==> src/rtl/perf_event_collector_pkg.sv <==
// Shared definitions for the performance-event collector: slot count, widths, event selector encodings.
// Optional feature macro: PERF_EVT_BYPASS_EN (zero-latency pulse path).
package perf_event_collector_pkg;

    localparam int unsigned PERF_EVT_NUM = 32;
    localparam int unsigned PERF_INCR_W  = 2;
    localparam int unsigned PERF_PEND_W  = 4;

    typedef logic [PERF_INCR_W-1:0] perf_evt_incr_t;

    // Encodings match the counter bank's mhpmevent selector.
    typedef enum logic [4:0] {
        EVT_NONE        = 5'd0,
        EVT_L1I_MISS    = 5'd1,
        EVT_L1D_MISS    = 5'd2,
        EVT_ITLB_MISS   = 5'd3,
        EVT_DTLB_MISS   = 5'd4,
        EVT_LOAD        = 5'd5,
        EVT_STORE       = 5'd6,
        EVT_EXCEPTION   = 5'd7,
        EVT_EXC_RET     = 5'd8,
        EVT_BRANCH      = 5'd9,
        EVT_JUMP        = 5'd10,
        EVT_CALL        = 5'd11,
        EVT_RET         = 5'd12,
        EVT_MIS_PREDICT = 5'd13,
        EVT_SB_FULL     = 5'd14,
        EVT_IF_EMPTY    = 5'd15,
        EVT_L1I_ACCESS  = 5'd16,
        EVT_L1D_ACCESS  = 5'd17,
        EVT_L1D_WB      = 5'd18,
        EVT_L1I_WB      = 5'd19,
        EVT_INT_INSTR   = 5'd20,
        EVT_FP_INSTR    = 5'd21,
        EVT_BUBBLE      = 5'd22
    } perf_evt_e;

endpackage

==> src/rtl/perf_event_collector_if.sv <==
// Event-source / counter-bank bundle for the performance-event collector.
interface perf_event_collector_if;
    import perf_event_collector_pkg::*;

    logic                                        debug_mode;
    logic                                        flush;
    logic                                        ovf_clr;
    logic [PERF_EVT_NUM-1:0][PERF_INCR_W-1:0]    evt_incr;
    logic [PERF_EVT_NUM-1:0]                     evt;
    logic                                        busy;
    logic [PERF_EVT_NUM-1:0]                     ovf;

    modport master (
        output debug_mode, flush, ovf_clr, evt_incr,
        input  evt, busy, ovf
    );

    modport slave (
        input  debug_mode, flush, ovf_clr, evt_incr,
        output evt, busy, ovf
    );

endinterface

==> src/rtl/perf_event_collector_credit.sv <==
// One event slot: saturating credit accumulator drained one pulse per cycle, sticky overflow flag.
// PERF_EVT_BYPASS_EN lets a same-cycle increment pulse immediately.
module perf_evt_credit
    import perf_event_collector_pkg::*;
#(
    parameter int unsigned IncrWidth = PERF_INCR_W,
    parameter int unsigned PendWidth = PERF_PEND_W
) (
    input  logic                 clk_i,
    input  logic                 rst_ni,
    input  logic                 hold_i,
    input  logic                 clr_i,
    input  logic [IncrWidth-1:0] incr_i,
    input  logic                 ovf_clr_i,
    output logic                 evt_o,
    output logic                 pend_nz_o,
    output logic                 ovf_o
);

    localparam int unsigned            SumW    = PendWidth + 1;
    localparam logic [PendWidth-1:0]   PendMax = {PendWidth{1'b1}};

    logic [PendWidth-1:0] r_pending;
    logic [PendWidth-1:0] w_pending_d;
    logic                 r_ovf;
    logic                 w_ovf_d;
    logic                 w_evt;
    logic                 w_sat;
    logic [SumW-1:0]      w_sum;

`ifdef PERF_EVT_BYPASS_EN
    assign w_evt = ((r_pending != {PendWidth{1'b0}}) | (incr_i != {IncrWidth{1'b0}})) & ~hold_i & ~clr_i;
`else
    assign w_evt = (r_pending != {PendWidth{1'b0}}) & ~hold_i & ~clr_i;
`endif

    // One extra bit of headroom so the clamp can see a carry past the maximum.
    assign w_sum = {1'b0, r_pending} + SumW'(incr_i) - SumW'(w_evt);

    // Next credit and overflow: flush wins over hold, a fresh saturation wins over clear.
    always_comb begin
        w_sat       = 1'b0;
        w_pending_d = r_pending;
        if (clr_i) begin
            w_pending_d = {PendWidth{1'b0}};
        end else if (hold_i) begin
            w_pending_d = r_pending;
        end else if (w_sum > {1'b0, PendMax}) begin
            w_pending_d = PendMax;
            w_sat       = 1'b1;
        end else begin
            w_pending_d = w_sum[PendWidth-1:0];
        end

        w_ovf_d = r_ovf;
        if (w_sat) begin
            w_ovf_d = 1'b1;
        end else if (ovf_clr_i) begin
            w_ovf_d = 1'b0;
        end else begin
            w_ovf_d = r_ovf;
        end
    end

    // Slot state register.
    always_ff @(posedge clk_i or negedge rst_ni) begin
        if (!rst_ni) begin
            r_pending <= {PendWidth{1'b0}};
            r_ovf     <= 1'b0;
        end else begin
            r_pending <= w_pending_d;
            r_ovf     <= w_ovf_d;
        end
    end

    assign evt_o     = w_evt;
    assign pend_nz_o = (r_pending != {PendWidth{1'b0}});
    assign ovf_o     = r_ovf;

endmodule

==> src/rtl/perf_event_collector.sv <==
// Buffers multi-count per-cycle event increments and drains them as 1-bit pulses to the counter bank.
// Optional feature macro: PERF_EVT_BYPASS_EN (zero-latency pulse path, handled inside each slot).
module perf_event_collector
    import perf_event_collector_pkg::*;
(
    input  logic                          clk_i,
    input  logic                          rst_ni,
    perf_event_collector_if.slave         bus
);

    logic [PERF_EVT_NUM-1:0] w_evt;
    logic [PERF_EVT_NUM-1:0] w_pend_nz;
    logic [PERF_EVT_NUM-1:0] w_ovf;
    logic                    w_unused_slot0;

    // Slot 0 is the "no event" selector and never accumulates.
    assign w_evt[0]       = 1'b0;
    assign w_pend_nz[0]   = 1'b0;
    assign w_ovf[0]       = 1'b0;
    assign w_unused_slot0 = ^bus.evt_incr[0];

    for (genvar e = 1; e < PERF_EVT_NUM; e++) begin : g_slot
        perf_evt_credit #(
            .IncrWidth (PERF_INCR_W),
            .PendWidth (PERF_PEND_W)
        ) u_credit (
            .clk_i     (clk_i),
            .rst_ni    (rst_ni),
            .hold_i    (bus.debug_mode),
            .clr_i     (bus.flush),
            .incr_i    (bus.evt_incr[e]),
            .ovf_clr_i (bus.ovf_clr),
            .evt_o     (w_evt[e]),
            .pend_nz_o (w_pend_nz[e]),
            .ovf_o     (w_ovf[e])
        );
    end

    assign bus.evt  = w_evt;
    assign bus.busy = |w_pend_nz;
    assign bus.ovf  = w_ovf;

endmodule

==> src/flat_wrapper.sv <==
// flat-port wrapper written by rule: the top's interface ports become plain ports
module perf_event_collector_flat import perf_event_collector_pkg::*;
  (clk_i, rst_ni, bus_debug_mode, bus_flush, bus_ovf_clr, bus_evt_incr, bus_evt, bus_busy, bus_ovf);
  perf_event_collector_if bus_i ();
  input  logic clk_i;
  input  logic rst_ni;
  input wire logic [$bits(bus_i.debug_mode)-1:0] bus_debug_mode;
  input wire logic [$bits(bus_i.flush)-1:0] bus_flush;
  input wire logic [$bits(bus_i.ovf_clr)-1:0] bus_ovf_clr;
  input wire logic [$bits(bus_i.evt_incr)-1:0] bus_evt_incr;
  output wire logic [$bits(bus_i.evt)-1:0] bus_evt;
  output wire logic [$bits(bus_i.busy)-1:0] bus_busy;
  output wire logic [$bits(bus_i.ovf)-1:0] bus_ovf;
  assign bus_i.debug_mode = bus_debug_mode;
  assign bus_i.flush = bus_flush;
  assign bus_i.ovf_clr = bus_ovf_clr;
  assign bus_i.evt_incr = bus_evt_incr;
  assign bus_evt = bus_i.evt;
  assign bus_busy = bus_i.busy;
  assign bus_ovf = bus_i.ovf;
  perf_event_collector u_core (.clk_i(clk_i), .rst_ni(rst_ni), .bus(bus_i));
endmodule
==> config.mk <==
export PLATFORM = sky130hd
export DESIGN_NAME = perf_event_collector_flat
export DESIGN_NICKNAME = d
export VERILOG_FILES = /design/src/rtl/perf_event_collector_pkg.sv /design/src/rtl/perf_event_collector_if.sv /design/src/rtl/perf_event_collector_credit.sv /design/src/rtl/perf_event_collector.sv /design/src/flat_wrapper.sv
export SDC_FILE = /design/constraint.sdc
export NUM_CORES = 1
export LEC_CHECK = 0
export BUFFER_PORTS_ARGS = -buffer_cell sky130_fd_sc_hd__buf_2
export CAP_MARGIN = 20
export CELL_PAD_IN_SITES_DETAIL_PLACEMENT = 1
export CELL_PAD_IN_SITES_GLOBAL_PLACEMENT = 1
export CORE_MARGIN = 2
export CORE_UTILIZATION = 47
export DETAILED_ROUTE_END_ITERATION = 6
export PLACE_DENSITY_LB_ADDON = 0.1
export SLEW_MARGIN = 40
export SYNTH_ARGS = -nofsm -noshare
export SYNTH_HDL_FRONTEND = slang
export SYNTH_SLANG_ARGS = --single-unit
==> constraint.sdc <==
create_clock -name clk_i -period 3.8 [get_ports clk_i]
set_input_delay 0.19 -clock clk_i [delete_from_list [all_inputs] [get_ports clk_i]]
set_output_delay 0.19 -clock clk_i [all_outputs]
set_load 0.01 [all_outputs]
==> impl_metrics.py, run 1 <==
metrics = {
    "power_and_ir_drop": {
        "p_comb_share_pct": 54.5,
        "peakVddDrop_mv": 0.343,
        "p_per_area_nw_per_um2": 625,
        "p_switching_mw": 4.00,
        "power.leakage_nw": 7.55,
        "p_int_mw": 5.43,
        "finalPower_mw": 9.43,
        "seqPwrFrac_pct": 25.7,
        "power_frac_clock_pct": 19.8,
        "switching_share_pct": 42.4,
    },
    "clock_network": {
        "clkTransAtPathRegs_ps": 70,
        "ctsRootBufferMaster": "clkbuf_16",
        "cts-buffers-inserted": 17,
        "cts_setup_buffers": 0,
        "cts_tree": "done",
        "cts_buffer_depth": 2,
        "clock_sinks": 155,
        "htree_num_levels": 4,
        "ctsResizeCount": 0,
        "clock_latency_ps": 440,
    },
    "worst_setup_path": {
        "critPathArrivalTime_ps": 3700,
        "crit_type": "reg -> reg",
        "crit_path_start": "u_core.g_slot[19].u_credit.r_pending[3]",
        "critical_path.endpoint_type": "register",
        "worst-r2r-cell-count": 13,
        "startpoint_type": "register",
        "required_ps": 4160,
        "r2r_start": "u_core.g_slot[19].u_credit.r_pending[3]",
        "path_max_fanout": 6,
    },
    "global_routing": {
        "grt_max_degree": 150,
        "antenna_found_initial": 1,
        "grt_util_all_layers_pct": 23.8,
        "gr-total-overflow": 0,
        "grt_pass1_vias": 12000,
        "grt_pass1_wl_microns": 59200,
    },
    "placed_design": {
        "place_congestion": 0.797,
        "hpwlAfterDp_microns": 25600,
        "portBuffers": 129,
    },
    "sta": {
        "skew_ps": 12.0,
        "final-max-slew-violation-count": 0,
        "hold_violations": 0,
        "fin_tns_setup_ps": 0,
        "tightest_slew_ps": 774,
        "relSlewSlack_pct": 48.4,
        "fin_crit_sh_pct": 88.1,
        "finalSetupViolCount": 0,
        "layout_min_cycle_time_ps": 3350,
        "rsz0062_at_grt": "false",
        "max_clock_freq_mhz": 299,
    },
    "synthesis": {
        "syn-cell-area_sq_um": 13800,
        "synth_top_cell_by_area": "dfrtp_1",
        "ys_warn_count": 0,
        "synth_cells": 1569,
        "synth-seq-area-share_pct": 28.1,
        "ys_ff_latch": 155,
        "synth_edf_count": 0,
        "synth_commonest_cells": "339 x inv_1, 217 x ha_1, 155 x dfrtp_1",
        "synth.most_common_cell": "inv_1",
        "synth.distinct_cells": 53,
        "yosys.area.top_type_share_pct": 28.1,
        "async_flop_share_pct": 100,
        "synth_area_leaders": "dfrtp_1 28%, ha_1 20%, inv_1 9.2%",
        "synthFlopType": "dfrtp_1",
        "syn_area_per_cell_sq_um": 8.80,
    },
    "detailed_routing": {
        "dr.pass1.iters": 4,
        "drt_iter0_drc": 432,
        "viasPerCell": 5.43,
        "drcViolationCount": 0,
        "vias": 11000,
        "wirelength_microns": 35200,
        "antenna_left": 0,
        "post_drt_wl_per_cell_microns": 17.4,
    },
    "final_layout": {
        "multi_input_area_sq_um": 7960,
        "nets": 1940,
        "nFillCells": 3403,
        "syn_to_final_growth_pct": 9.27,
        "seq_area_sq_um": 3880,
        "fin_util_pct": 52.4,
        "layout-drive-gt1-share_pct": 12.9,
    },
    "floorplanning": {
        "die-area_sq_um": 30700,
        "fp.dieH_microns": 175,
        "num_rows": 62,
        "chipWidth_microns": 175,
        "start_util_pct": 47.9,
        "coreArea_sq_um": 28800,
        "io_pins": 134,
    },
    "hold_path": {
        "hold_depth": 4,
        "hp-class": "in -> reg",
        "hp-start": "bus_evt_incr[30]",
    },
    "run_status": {
        "status": "completed",
    },
    "job": {
        "drv_cap": 0,
    },
}
[state kept, by name, summed over array words and instances (netlist names)]
signal                            flops
u_core.g_slot.u_credit.ovf_o         31
u_core.g_slot.u_credit.r_pending    124
[metal layers]
layer / GRT usage [%] / up-vias / share of wire (%)
li1: - / 5325 / -
met1: 29.6 / 5464 / 45
met2: 42.6 / 152 / 50
met3: 3.27 / 39 / 2.6
met4: 7.22 / 0 / 2.2
met5: 0 / - / 0
[worst max-delay path, cell delays in order (launching register included)]
cell and delay, ps:
dfrtp_1 430, inv_1 150, ha_1 180, nor3b_1 470, nor2_1 130, ha_1 320
inv_1 60, ha_1 160, inv_1 60, fa_1 410, or2b_1 260, a21oi_1 290
o211ai_1 210, o211ai_1 150
[final cells by class]
| cell class | instances | share of cell area [%] |
|---|---|---|
| flip-flops and latches | 155 | 25.7 |
| repair buffers | 148 | 5.61 |
| clock buffers | 20 | 3.10 |
| inverters | 340 | 8.47 |
| multi-input cells | 961 | 52.8 |
| clock inverters | 12 | 1.08 |
| diodes | 1 | 0.0166 |
| well taps | 384 | 3.19 |
[final timing paths]
check	to	slack, ps
max	u_core.g_slot[19].u_credit.r_pending[1]	450
min	u_core.g_slot[15].u_credit.r_pending[0]	210
max reg2reg	u_core.g_slot[19].u_credit.r_pending[1]	450
min reg2reg	u_core.g_slot[25].u_credit.ovf_o	510
max in group asynchronous	u_core.g_slot[11].u_credit.ovf_o	2640
min in group asynchronous	u_core.g_slot[26].u_credit.ovf_o	260
[timing repair]
action | 4_1_cts | 5_1_grt
endpoints found under the setup margin | 0 | 0
hold buffers | 1 | 0
hold endpoints to repair | 46 | 0
[cell usage in the layout, fill, tap and decap left out, types with 4 or more instances in the layout]
cell type   netlist  routed
inv_1           339     339
ha_1            217     217
dfrtp_1         155     155
nor2_1          142     141
buf_2            15     125
a21oi_1          95      95
nand2b_1         53      53
a221oi_1         45      45
xnor2_1          44      44
a311oi_1         44      44
nor2b_1          34      34
o211ai_1         34      34
nor3b_1          31      31
fa_1             31      31
a21o_1           26      26
o22ai_1          22      22
nand3_1          18      18
clkbuf_16         0      17
buf_4            64      17
nor3_1           16      16
mux2i_1          12      12
nand4_1          10      10
or4_4             7       7
a211o_1           6       6
nor4_1            5       5
o21ai_0           5       5
mux2_2            5       5
or2_2             3       4
o21ba_2           4       4
a211oi_1          4       4
clkinvlp_4        0       4
[power by group through the flow]
stage,Sequential [mW],Combinational (mW),Clock (mW)
CTS,2.42,5.20,1.91
detailed placement,2.45,5.13,0
global placement,2.43,4.89,0
finish,2.42,5.14,1.86
floorplan,2.35,3.99,0
global route,2.49,5.86,1.97
[per-stage QoR]
step	instances	instance area, sq um	hold WS [ps]	setup WS [ps]
3_5_place_dp	1987	14400	170	436
3_3_place_gp	1987	14400	174	495
5_1_grt	2021	15100	221	165
6_report	2021	15100	215	453
4_1_cts	2020	15100	200	434
2_1_floorplan	1570	13800	-106	862
[cell families (layout without fill, tap and decap cells)]
family / Yosys count / after routing / synth area share, %
compound gates: 305 / 305 / 15.8
xor+xnor: 47 / 47 / 2.98
fa+ha+maj: 248 / 248 / 24.2
buf+inv: 454 / 520 / 14.2
flops: 155 / 155 / 28.1
mux: 17 / 17 / 1.28
other cells: 1 / 3 / 0.0272
simple gates: 342 / 342 / 13.4
(Power assumes the default switching activity.)
==> run 2, diff against run 1 <==
--- a/config.mk
+++ b/config.mk
@@ -7,10 +7,10 @@
 export LEC_CHECK = 0
 export BUFFER_PORTS_ARGS = -buffer_cell sky130_fd_sc_hd__buf_2
 export CAP_MARGIN = 20
-export CELL_PAD_IN_SITES_DETAIL_PLACEMENT = 1
-export CELL_PAD_IN_SITES_GLOBAL_PLACEMENT = 1
+export CELL_PAD_IN_SITES_DETAIL_PLACEMENT = 0
+export CELL_PAD_IN_SITES_GLOBAL_PLACEMENT = 2
 export CORE_MARGIN = 2
-export CORE_UTILIZATION = 47
+export CORE_UTILIZATION = 38
 export DETAILED_ROUTE_END_ITERATION = 6
 export PLACE_DENSITY_LB_ADDON = 0.1
 export SLEW_MARGIN = 40
==> impl_metrics.py, run 2 (synthesized netlist as in run 1, its figures left out) <==
metrics = {
    "run_status": {
        "status": "completed",
    },
    "power_and_ir_drop": {
        "power_frac_clock_pct": 19.9,
        "p_switching_mw": 3.81,
        "p_comb_share_pct": 54.1,
        "seqPwrFrac_pct": 26.0,
        "peakVddDrop_mv": 0.331,
        "p_per_area_nw_per_um2": 608,
        "switching_share_pct": 41.2,
        "power.leakage_nw": 7.59,
        "p_int_mw": 5.44,
        "finalPower_mw": 9.25,
    },
    "clock_network": {
        "clkTransAtPathRegs_ps": 60,
        "cts-buffers-inserted": 17,
        "cts_tree": "done",
        "clock_sinks": 155,
        "ctsRootBufferMaster": "clkbuf_16",
        "htree_num_levels": 4,
        "cts_buffer_depth": 2,
        "clock_latency_ps": 440,
        "cts_setup_buffers": 0,
    },
    "placed_design": {
        "place_area_sq_um": 14600,
        "place_congestion": 0.768,
        "hpwlAfterDp_microns": 23700,
        "portBuffers": 129,
    },
    "sta": {
        "layout_min_cycle_time_ps": 3230,
        "max_clock_freq_mhz": 309,
        "fin_crit_sh_pct": 85.1,
        "final-max-slew-violation-count": 0,
        "skew_ps": 7.87,
        "tightest_slew_ps": 744,
        "fin_tns_setup_ps": 0,
        "finalSetupViolCount": 0,
        "hold_violations": 0,
        "relSlewSlack_pct": 50.4,
        "rsz0062_at_grt": "false",
    },
    "global_routing": {
        "antenna_found_initial": 0,
        "grt_max_degree": 150,
        "gr-total-overflow": 0,
        "grt_pass1_vias": 10700,
        "grt_pass1_wl_microns": 55500,
        "grt_util_all_layers_pct": 18.3,
    },
    "floorplanning": {
        "chipWidth_microns": 195,
        "io_pins": 134,
        "start_util_pct": 38.7,
        "die-area_sq_um": 37900,
        "fp.dieH_microns": 195,
        "num_rows": 69,
        "coreArea_sq_um": 35700,
    },
    "worst_setup_path": {
        "cp_num_buf_inv": 3,
        "path_max_fanout": 6,
        "cpLargestDelayFamily": "adder cells",
        "crit_chain": "inv_1 -> ha_1 -> nor3b_1 -> nor2_1 -> ha_1 -> inv_1 -> ha_1 -> inv_1 -> fa_1 -> or2b_1 -> a21oi_1 -> o211ai_1 -> o211ai_1",
        "worst-r2r-cell-count": 13,
        "crit_type": "reg -> reg",
        "slowest_delay_ps": 430,
        "required_ps": 4150,
        "reg2reg_slack_ps": 570,
        "startpoint_type": "register",
        "critPathArrivalTime_ps": 3580,
        "critical_path.endpoint_type": "register",
        "cp_slowest_cell": "dfrtp_1",
        "path_depth": 13,
        "crit_path_start": "u_core.g_slot[14].u_credit.r_pending[3]",
        "r2r_start": "u_core.g_slot[14].u_credit.r_pending[3]",
    },
    "job": {
        "drv_cap": 0,
    },
    "detailed_routing": {
        "post_drt_wl_per_cell_microns": 15.8,
        "dr.pass1.iters": 5,
        "wirelength_microns": 33100,
        "drcViolationCount": 0,
        "viasPerCell": 4.98,
        "antenna_left": 0,
        "drt_iter0_drc": 407,
        "vias": 10500,
    },
    "final_layout": {
        "largest_register_ffs": 124,
        "nets": 1946,
        "largest-register": "u_core.g_slot.u_credit.r_pending",
        "syn_to_final_growth_pct": 10.3,
        "insertedDiodeCount": 0,
        "layout_commonest_cell": "inv_1",
        "nFillCells": 3592,
        "final_cell_mix": "339 x inv_1, 217 x ha_1, 155 x dfrtp_1, 141 x nor2_1, 125 x buf_2",
        "layout-drive-gt1-share_pct": 13.2,
        "final_area_sq_um": 15200,
    },
    "hold_path": {
        "hp-start": "bus_evt_incr[10]",
        "hp-class": "in -> reg",
        "hold_depth": 4,
    },
}
-- run 2: layer usage --
layer / GRT usage, % / part of all wire [%]
met1: 25.3 / 49
met2: 30.3 / 47
met3: 2.27 / 2.8
met4: 4.42 / 0.97
met5: 0 / 0
-- run 2: layout make-up --
class                   count  area, sq um  area share, %
inverters                 340         1280           8.39
clock inverters            10          139          0.912
multi-input cells         961         7960           52.3
repair buffers            154          907           5.96
well taps                 461          577           3.79
clock buffers              22          484           3.18
flip-flops and latches    155         3880           25.5
-- run 2: worst paths after layout --
check / endpoint
hold reg to reg: u_core.g_slot[5].u_credit.ovf_o
setup / recovery: u_core.g_slot[14].u_credit.r_pending[2]
max in group asynchronous: u_core.g_slot[16].u_credit.ovf_o
min in group asynchronous: u_core.g_slot[2].u_credit.ovf_o
setup reg to reg: u_core.g_slot[14].u_credit.r_pending[2]
hold / removal: u_core.g_slot[5].u_credit.r_pending[0]
-- run 2: worst min-delay path: stages --
cell	delay [ps]
buf_2	80
ha_1	120
mux2i_1	60
o211ai_1	140
-- run 2: what timing repair did --
item / in CTS / in global routing
resized for setup: 0 / 0
hold endpoints to repair: 45 / 0
hold buffers: 1 / 0
-- run 2: stage by stage --
stage | utilization (%) | hold WS [ps] | worst slack [ps] | cells
2_1_floorplan | - | -106 | 862 | 1570
3_3_place_gp | 40.9 | 177 | 442 | 2070
3_5_place_dp | 40.9 | 172 | 472 | 2070
4_1_cts | 42.7 | 177 | 436 | 2103
5_1_grt | 42.7 | 213 | 171 | 2103
6_report | 42.7 | 200 | 567 | 2103
-- run 2: power groups by stage --
stage	clock, mW	sequential [mW]	combinational, mW
after floorplan	0	2.35	3.99
after global placement	0	2.43	5.01
after detailed placement	0	2.43	5.03
after CTS	1.91	2.41	5.08
after global routing	1.97	2.47	5.79
final	1.85	2.40	5.01
==> run 3, diff against run 2 <==
--- a/config.mk
+++ b/config.mk
@@ -13,6 +13,7 @@
 export CORE_UTILIZATION = 38
 export DETAILED_ROUTE_END_ITERATION = 6
 export PLACE_DENSITY_LB_ADDON = 0.1
+export SETUP_SLACK_MARGIN = 0.05
 export SLEW_MARGIN = 40
 export SYNTH_ARGS = -nofsm -noshare
 export SYNTH_HDL_FRONTEND = slang
==> constraint.sdc (replaced) <==
create_clock -name clk_i -period 3.1 [get_ports clk_i]
set_input_delay 0.155 -clock clk_i [delete_from_list [all_inputs] [get_ports clk_i]]
set_output_delay 0.155 -clock clk_i [all_outputs]
set_load 0.01 [all_outputs]
==> impl_metrics.py, run 3 (synthesized netlist as in run 1, its figures left out) <==
metrics = {
    "job": {
        "drv_cap": 0,
    },
    "worst_setup_path": {
        "critical_path.endpoint_type": "register",
        "path_max_fanout": 5,
        "startpoint_type": "register",
        "reg2reg_slack_ps": 240,
        "r2r_start": "u_core.g_slot[6].u_credit.r_pending[3]",
        "crit_type": "reg -> reg",
        "critPathArrivalTime_ps": 3140,
        "cp_num_buf_inv": 3,
        "cpLargestDelayFamily": "adder cells",
        "worst-r2r-cell-count": 13,
        "slowest_delay_ps": 430,
        "cp_slowest_cell": "fa_1",
        "reg2reg_to": "u_core.g_slot[6].u_credit.r_pending[1]",
        "required_ps": 3380,
        "crit_chain": "inv_1 -> ha_1 -> nor3b_2 -> nor2_1 -> ha_1 -> inv_1 -> ha_1 -> inv_1 -> fa_1 -> nand2b_1 -> a21oi_2 -> xnor2_2 -> a311oi_2",
    },
    "sta": {
        "hold_violations": 0,
        "finalSetupViolCount": 0,
        "final-max-slew-violation-count": 0,
        "relSlewSlack_pct": 51.9,
        "layout_min_cycle_time_ps": 2860,
        "tightest_slew_ps": 721,
        "skew_ps": 10.3,
        "worst_slack_ps": 239,
        "fin_crit_sh_pct": 92.3,
        "max_clock_freq_mhz": 350,
        "rsz0062_at_grt": "true",
    },
    "final_layout": {
        "largest-register": "u_core.g_slot.u_credit.r_pending",
        "syn_to_final_growth_pct": 16.3,
        "layout-drive-gt1-share_pct": 20.2,
        "nets": 1999,
        "insertedDiodeCount": 0,
        "fin_util_pct": 45.0,
        "final_cell_mix": "337 x inv_1, 217 x ha_1, 154 x dfrtp_1, 142 x nor2_1, 125 x buf_2",
        "layout_commonest_cell": "inv_1",
        "largest_register_ffs": 124,
    },
    "clock_network": {
        "clock_latency_ps": 450,
        "cts_buffer_depth": 2,
        "htree_num_levels": 4,
        "clkTransAtPathRegs_ps": 60,
        "clock_sinks": 155,
        "cts_tree": "done",
        "ctsRootBufferMaster": "clkbuf_16",
        "cts-buffers-inserted": 17,
    },
    "placed_design": {
        "hpwlAfterDp_microns": 24100,
        "portBuffers": 129,
        "place_congestion": 0.753,
        "pre_cts_ws_ps": 4.14,
    },
    "power_and_ir_drop": {
        "switching_share_pct": 40.6,
        "p_switching_mw": 4.88,
        "power.leakage_nw": 8.05,
        "peakVddDrop_mv": 0.426,
        "seqPwrFrac_pct": 24.7,
        "p_int_mw": 7.14,
        "p_comb_share_pct": 56.4,
        "p_per_area_nw_per_um2": 749,
        "power_frac_clock_pct": 18.9,
    },
    "floorplanning": {
        "die-area_sq_um": 37900,
        "io_pins": 134,
        "coreArea_sq_um": 35700,
        "fp.dieH_microns": 195,
        "num_rows": 69,
        "chipWidth_microns": 195,
        "start_util_pct": 38.7,
    },
    "detailed_routing": {
        "wirelength_microns": 34000,
        "post_drt_wl_per_cell_microns": 15.8,
        "viasPerCell": 5.00,
        "drt_iter0_drc": 438,
        "dr.pass1.iters": 4,
        "antenna_left": 0,
        "drcViolationCount": 0,
        "vias": 10800,
    },
    "global_routing": {
        "gr-usage-met3_pct": 3.26,
        "grt_util_all_layers_pct": 18.5,
        "grt_max_degree": 89,
        "grt.met1_usage_pct": 24.7,
        "antenna_found_initial": 2,
        "grt_pass1_vias": 10900,
        "met2_usage_pct": 31.2,
        "gr-total-overflow": 0,
        "top_usage_layer": "met2",
        "grt_pass1_wl_microns": 55700,
    },
    "hold_path": {
        "hold_depth": 4,
        "hp-start": "bus_evt_incr[30]",
        "min_to": "u_core.g_slot[15].u_credit.r_pending[0]",
        "hp-class": "in -> reg",
    },
    "run_status": {
        "status": "completed",
    },
}
-- run 3: power by group through the flow --
stage                     combinational [mW]  clock [mW]  sequential, mW
after floorplan                         4.89           0            2.88
after global placement                  6.46           0            2.96
after detailed placement                6.48           0            2.96
after CTS                               6.55        2.35            2.93
after global routing                    7.76        2.43            3.05
final                                   6.78        2.27            2.97
-- run 3: area by class of cell --
type,count,area [sq um]
sequential,155,3880
multi-input combinational,961,8400
fill,3566,19600
clock inverter,6,110
tap,461,577
clock buffer,24,502
timing repair buffer,207,1300
inverter,340,1280
-- run 3: worst min-delay path: cells and delay by family --
family	cells	cell delay, ps
buffers and inverters	1	80
adder cells (fa/ha/maj)	1	120
AO/OA/AOI/OAI	1	140
multiplexers	1	60
-- run 3: how the worst max path moves through the flow --
stage                                                  startpoint                                 endpoint  depth (start not counted)
after detailed placement  u_core.g_slot[17].u_credit.r_pending[2]  u_core.g_slot[17].u_credit.r_pending[3]                         13
after global placement     u_core.g_slot[4].u_credit.r_pending[3]   u_core.g_slot[4].u_credit.r_pending[3]                         13
final                      u_core.g_slot[6].u_credit.r_pending[3]   u_core.g_slot[6].u_credit.r_pending[1]                         13
after floorplan                                         bus_flush  u_core.g_slot[15].u_credit.r_pending[3]                         15
after CTS                 u_core.g_slot[11].u_credit.r_pending[2]  u_core.g_slot[11].u_credit.r_pending[3]                         13
after global routing       u_core.g_slot[9].u_credit.r_pending[3]   u_core.g_slot[9].u_credit.r_pending[3]                         13
-- run 3: metrics by stage --
stage / hold WS [ps] / instance area (sq um) / TNS (ps) / total power [mW] / std cells
6_report: 145 / 16000 / 0 / 12.0 / 2154
5_1_grt: 149 / 16000 / -38.4 / 13.2 / 2154
4_1_cts: 124 / 15600 / 0 / 11.8 / 2152
3_5_place_dp: 149 / 15000 / 0 / 9.45 / 2121
3_3_place_gp: 159 / 15000 / -21.2 / 9.42 / 2121
2_1_floorplan: -141 / 13800 / 0 / 7.77 / 1570
-- run 3: routing by layer --
layer  part of all wire [%]  vias to the layer above
met5                  0.029                        -
met4                    1.0                        2
met3                    3.0                       22
met2                     48                      112
met1                     48                     5175
li1                       -                     5450
-- run 3: timing repair --
| action | 4_1_cts | 5_1_grt |
|---|---|---|
| endpoints found under the hold margin | 47 | 0 |
| hold buffers | 1 | 0 |
| pin swaps | 0 | 6 |
| endpoints found under the setup margin | 12 | 140 |
| setup buffers | 0 | 2 |
| resized for setup | 5 | 82 |
